### src/rtl/mem_datos_param.sv
// Parametrised byte/half/word data memory with wait states and req/listo handshake.
// Define MEM_CHK_ALIN_EN to flag misaligned half/word accesses as errors.
module mem_datos_param #(
  parameter int PROF   = 128,
  parameter int ESPERA = 0,
  parameter int DIR_W  = $clog2(PROF) + 2
) (
  input  logic             reloj,
  input  logic             reset_n,
  input  logic             req,
  input  logic             MEM_RD,
  input  logic             MEM_WR,
  input  logic [1:0]       tam,
  input  logic             sig,
  input  logic [DIR_W-1:0] DIR_MEM,
  input  logic [31:0]      DI_MEM,
  output logic [31:0]      DO_MEM,
  output logic             listo,
  output logic             err,
  output logic             ocupado
);

  localparam logic [3:0] CNT_INI =
    (ESPERA > 0) ? 4'(ESPERA - 1) : 4'd0;

  typedef enum logic [1:0] {
    IDLE,
    ESPERA_ST,
    ACCESO,
    RESP
  } state_t;

  typedef struct packed {
    logic             rd;
    logic             wr;
    logic [1:0]       tam;
    logic             sig;
    logic [DIR_W-1:0] dir;
    logic [31:0]      dat;
  } cmd_t;

  state_t            st, st_nx;
  cmd_t              cmd;
  logic [3:0]        cnt;
  logic [31:0]       mem [PROF];

  logic              acepta;
  logic [1:0]        lane;
  logic [DIR_W-3:0]  idx;
  logic              mal_cmd;
  logic              desal;
  logic              fallo;
  logic              escribe;
  logic              lee;
  logic [3:0]        be;
  logic [31:0]       wd;
  logic [31:0]       rw;
  logic [7:0]        rb;
  logic [15:0]       rh;
  logic [31:0]       ld;

  assign acepta  = (st == IDLE) & req & (MEM_RD | MEM_WR);
  assign ocupado = (st != IDLE);

  always_comb begin
    st_nx = st;
    unique case (st)
      IDLE:      if (acepta)
                   st_nx = (ESPERA > 0) ? ESPERA_ST : ACCESO;
      ESPERA_ST: if (cnt == 4'd0) st_nx = ACCESO;
      ACCESO:    st_nx = RESP;
      RESP:      st_nx = IDLE;
      default:   st_nx = IDLE;
    endcase
  end

  always_ff @(posedge reloj or negedge reset_n) begin
    if (!reset_n) begin
      st  <= IDLE;
      cmd <= '0;
      cnt <= 4'd0;
    end else begin
      st <= st_nx;
      if (acepta) begin
        cmd <= '{MEM_RD, MEM_WR, tam, sig, DIR_MEM, DI_MEM};
        cnt <= CNT_INI;
      end else if (st == ESPERA_ST && cnt != 4'd0) begin
        cnt <= cnt - 4'd1;
      end
    end
  end

  assign lane    = cmd.dir[1:0];
  assign idx     = cmd.dir[DIR_W-1:2];
  assign mal_cmd = (cmd.rd & cmd.wr) | (cmd.tam == 2'b11);

`ifdef MEM_CHK_ALIN_EN
  assign desal = ((cmd.tam == 2'b01) & lane[0]) |
                 ((cmd.tam == 2'b10) & (lane != 2'b00));
`else
  assign desal = 1'b0;
`endif

  assign fallo   = mal_cmd | desal;
  assign escribe = (st == ACCESO) & cmd.wr & ~fallo;
  assign lee     = (st == ACCESO) & cmd.rd & ~fallo;

  // store data is replicated across lanes; be picks which land
  always_comb begin
    be = 4'b0000;
    wd = cmd.dat;
    unique case (1'b1)
      cmd.tam == 2'b00: begin
        be = 4'b0001 << lane;
        wd = {4{cmd.dat[7:0]}};
      end
      cmd.tam == 2'b01: begin
        be = lane[1] ? 4'b1100 : 4'b0011;
        wd = {2{cmd.dat[15:0]}};
      end
      cmd.tam == 2'b10: be = 4'b1111;
      default:          be = 4'b0000;
    endcase
  end

  always_ff @(posedge reloj) begin
    if (escribe) begin
      for (int i = 0; i < 4; i++) begin
        if (be[i]) mem[idx][8*i +: 8] <= wd[8*i +: 8];
      end
    end
  end

  assign rw = mem[idx];
  assign rb = rw[{lane, 3'b000} +: 8];
  assign rh = lane[1] ? rw[31:16] : rw[15:0];

  always_comb begin
    ld = rw;
    unique case (1'b1)
      cmd.tam == 2'b00: ld = {{24{cmd.sig & rb[7]}}, rb};
      cmd.tam == 2'b01: ld = {{16{cmd.sig & rh[15]}}, rh};
      default:          ld = rw;
    endcase
  end

  always_ff @(posedge reloj or negedge reset_n) begin
    if (!reset_n) begin
      DO_MEM <= 32'd0;
      listo  <= 1'b0;
      err    <= 1'b0;
    end else begin
      if (lee) DO_MEM <= ld;
      listo <= (st == ACCESO);
      err   <= (st == ACCESO) & fallo;
    end
  end

endmodule

### config.mk
export PLATFORM = sky130hd
export DESIGN_NAME = mem_datos_param
export DESIGN_NICKNAME = d
export VERILOG_FILES = /design/src/rtl/mem_datos_param.sv
export SDC_FILE = /design/constraint.sdc
export NUM_CORES = 2
export LEC_CHECK = 0
export CORE_MARGIN = 2
export CORE_UTILIZATION = 27
export DETAILED_ROUTE_END_ITERATION = 10
export PLACE_DENSITY_LB_ADDON = 0.2
export SYNTH_ARGS = -nofsm -noshare
export SYNTH_HDL_FRONTEND = slang
export SYNTH_SLANG_ARGS = --single-unit
### constraint.sdc
create_clock -name reloj -period 9.4 [get_ports reloj]
set_input_delay 1.88 -clock reloj [delete_from_list [all_inputs] [get_ports reloj]]
set_output_delay 1.88 -clock reloj [all_outputs]
set_load 0.005 [all_outputs]
==> impl_metrics.yaml <==
synth:
  synth_cells: 9141
  synth_edf_count: 4096
  synthFlopType: "edfxtp_1"
  synthTopCellsByArea: "edfxtp_1 (76%), mux4_2 (2.9%), a22oi_1 (2.6%)"
  synth_area_um2: 161800
  synth.avg_cell_area_um2: 17.70
  async_flop_share: 0.02056
  synth-seq-area-share: 0.7737
  syn-num-nets: 9191
  ys_types: 83
  ys_warn_count: 0
  synth_area_leader_cell: "edfxtp_1"
  netlist.area_leader.share: 0.7604
  ys_seq_elements: 4182
critical_path:
  crit_fanout: 63
  reg2regPathDepth: 12
  critPathLaunch: "cmd[34]"
  cp-start-kind: "register"
  crit_path_frequent_cell: "buf_4"
  critPathMaxStageDelay_ps: 1240
  r2r-end: "DO_MEM[5]"
  critPathCapture: "DO_MEM[5]"
  critPathSlowestCell: "nor4_1"
  endpoint_kind: "register"
  path_cells: "buf_4 -> buf_4 -> and3b_4 -> buf_12 -> buf_4 -> a22oi_1 -> a41oi_1 -> nor4_1 -> and3_1 -> nand3_1 -> o211ai_1 -> a31oi_1"
  reg2reg_from: "cmd[34]"
  cp_data_arrival_time_ps: 7560
  critPathKind: "reg -> reg"
  cp.required_ps: 10330
  ff2ff_setup_slack_ps: 2770
power:
  power.density_nw_per_um2: 359.6
  ir_worst_vdd_uv: 323.2
  pwr-share-clk: 0.264
  p_seq_frac: 0.378
  switchingPower_uw: 27190
  switching_share: 0.4012
  internal_power_uw: 40590
  p_leak_uw: 0.05709
  pwr-share-comb: 0.358
  p_total_uw: 67780
global_routing:
  grt_antenna_before_repair: 118
  grt_start_max_net_pins: 112
  track_usage: 0.2296
  grt_pass1_vias: 93920
  grt_pass1_wl_um: 935000
  grt-ovfl-total: 0
cells_and_area:
  layout_commonest_cell: "edfxtp_1"
  syn2layout_area_growth_pct: 16.52
  drive_gt1_frac: 0.1768
  nets: 9452
  final_cell_mix: "edfxtp_1 (4096), nor2_1 (656), a22oi_1 (553), clkbuf_16 (449), buf_4 (352)"
  final_util: 0.3155
  design_area_um2: 188500
die:
  die_area_um2: 605300
  die_x_um: 778.0
  design.core.area_um2: 597300
  ios: 84
  die_h_um: 778.0
  initial_utilization: 0.2708
  num_rows: 284
drt:
  drc: 0
  vias_per_cell: 5.607
  wl_um: 719500
  drt_first_iter_violations: 15950
  wl_per_cell_um: 40.28
  dr_total_vias: 100100
  ant_nets: 0
  drt-pass1-iter-count: 9
sta:
  skew_ps: 73.83
  worst_slew_pin_slew_ps: 1487
  fmax_mhz: 150.8
  report.final.hold_viol_count: 0
  fin_crit_sh: 0.7055
  fin_crit_ps: 6632
  finalSetupTns_ps: 0
  setup_viol: 0
  slew-limit-headroom: 0.005254
  layout_setup_ws_ps: 2768
  slew_viol_final: 0
  rsz0062_at_grt: "no"
cts:
  clockBufferDepth: 4
  root_buffer: "clkbuf_16"
  clkTransAtPathRegs_ps: 60
  post-cts-setup-buffer-count: 0
  htreeDepth: 5
  cts_hold_buffers: 0
  clk-insertion-delay-late_ps: 1070
  numCtsBuffers: 445
  numClockSinks: 4182
  cts_tree: "done"
  ctsResizeCount: 0
min_path:
  hold_class: "reg -> reg"
  whs_path_depth: 1
place:
  post-place-ws_ps: 3386
  port_buffers: 83
  post_dp_cell_area_um2: 173700
  hpwl_um: 449800
  place.gp.congestion: 0.9001
status:
  outcome: "finished, violations left"
  failed_checks: "max-capacitance violations"
job:
  cap_violations: 2
-- worst max-delay path, delay by kind of cell, from the launching register on --
kind / cells / cell delay (ps)
flops: 1 / 750
compound gates: 4 / 1020
buf+inv: 4 / 1460
simple gates: 4 / 2920
-- registers in the layout, indices dropped and copies added, names as in the netlist --
name	cells
cmd	46
listo	1
cnt	4
mem	4096
st	2
err	1
DO_MEM	32
-- area by class of cell --
| class | instances | area, µm² |
|---|---|---|
| repair buffers | 478 | 4312 |
| flip-flops and latches | 4182 | 125200 |
| clock inverters | 289 | 2954 |
| clock buffers | 534 | 11570 |
| well taps | 8008 | 10020 |
| fillers | 57760 | 408800 |
| inverters | 22 | 105.1 |
| diodes | 75 | 187.7 |
| multi-input cells | 4273 | 34120 |
-- stage by stage --
step	instances	hold WS [ps]
after global routing	17790	524.6
after floorplan	9141	461.4
after global placement	16960	499.1
after detailed placement	16960	496.9
after CTS	17780	508.6
final	17860	515.0
-- how the worst min path moves through the flow --
stage / from / to / slack [ps]
CTS: st[0] / err / 510
detailed placement: cmd[30] / cmd[30] / 500
finish: cmd[31] / cmd[31] / 520
floorplan: st[0] / err / 460
global route: cmd[24] / cmd[24] / 520
global placement: cmd[25] / cmd[25] / 500
-- power by group through the flow --
| stage | clock (µW) | combinational (µW) | sequential [µW] |
|---|---|---|---|
| after floorplan | 0 | 10500 | 26200 |
| after global placement | 0 | 23400 | 25900 |
| after detailed placement | 0 | 23700 | 26000 |
| after CTS | 18000 | 23700 | 25600 |
| after global routing | 18700 | 24400 | 25600 |
| final | 17900 | 24300 | 25600 |
-- cells in the mapped netlist, drive strengths merged (68+ instances only) --
master / instances
clkbuf: 336
a22oi: 553
a221oi: 286
a221o: 123
o2bb2ai: 68
mux4: 211
mux2i: 343
dfrtp: 86
o21ai: 197
a21oi: 192
nor2: 683
a31oi: 74
a22o: 108
o22ai: 96
edfxtp: 4096
buf: 328
mux2: 358
nand2: 313
-- per-layer routing --
layer / global-route usage / vias up / share of wire
met5: 0 / - / 0.00084
met2: 0.3363 / 6520 / 0.43
li1: - / 38220 / -
met4: 0.1247 / 68 / 0.062
met1: 0.3064 / 54060 / 0.40
met3: 0.06676 / 1279 / 0.11
-- kinds of logic (layout without fill, tap and decap cells) --
family | count (synthesis) | in the layout | synth area share
adders and majority gates | 1 | 1 | 0.00007734
and+or+nand+nor | 1315 | 1315 | 0.03691
buffers and inverters | 686 | 1323 | 0.01825
other | 0 | 75 | 0
xor gates and xnor gates | 3 | 3 | 0.0001625
AOI/OAI and AO/OA | 2042 | 2042 | 0.09537
DFF | 4182 | 4182 | 0.7737
muxes | 912 | 912 | 0.07553
Note: power is estimated with default switching activity, not from simulation.
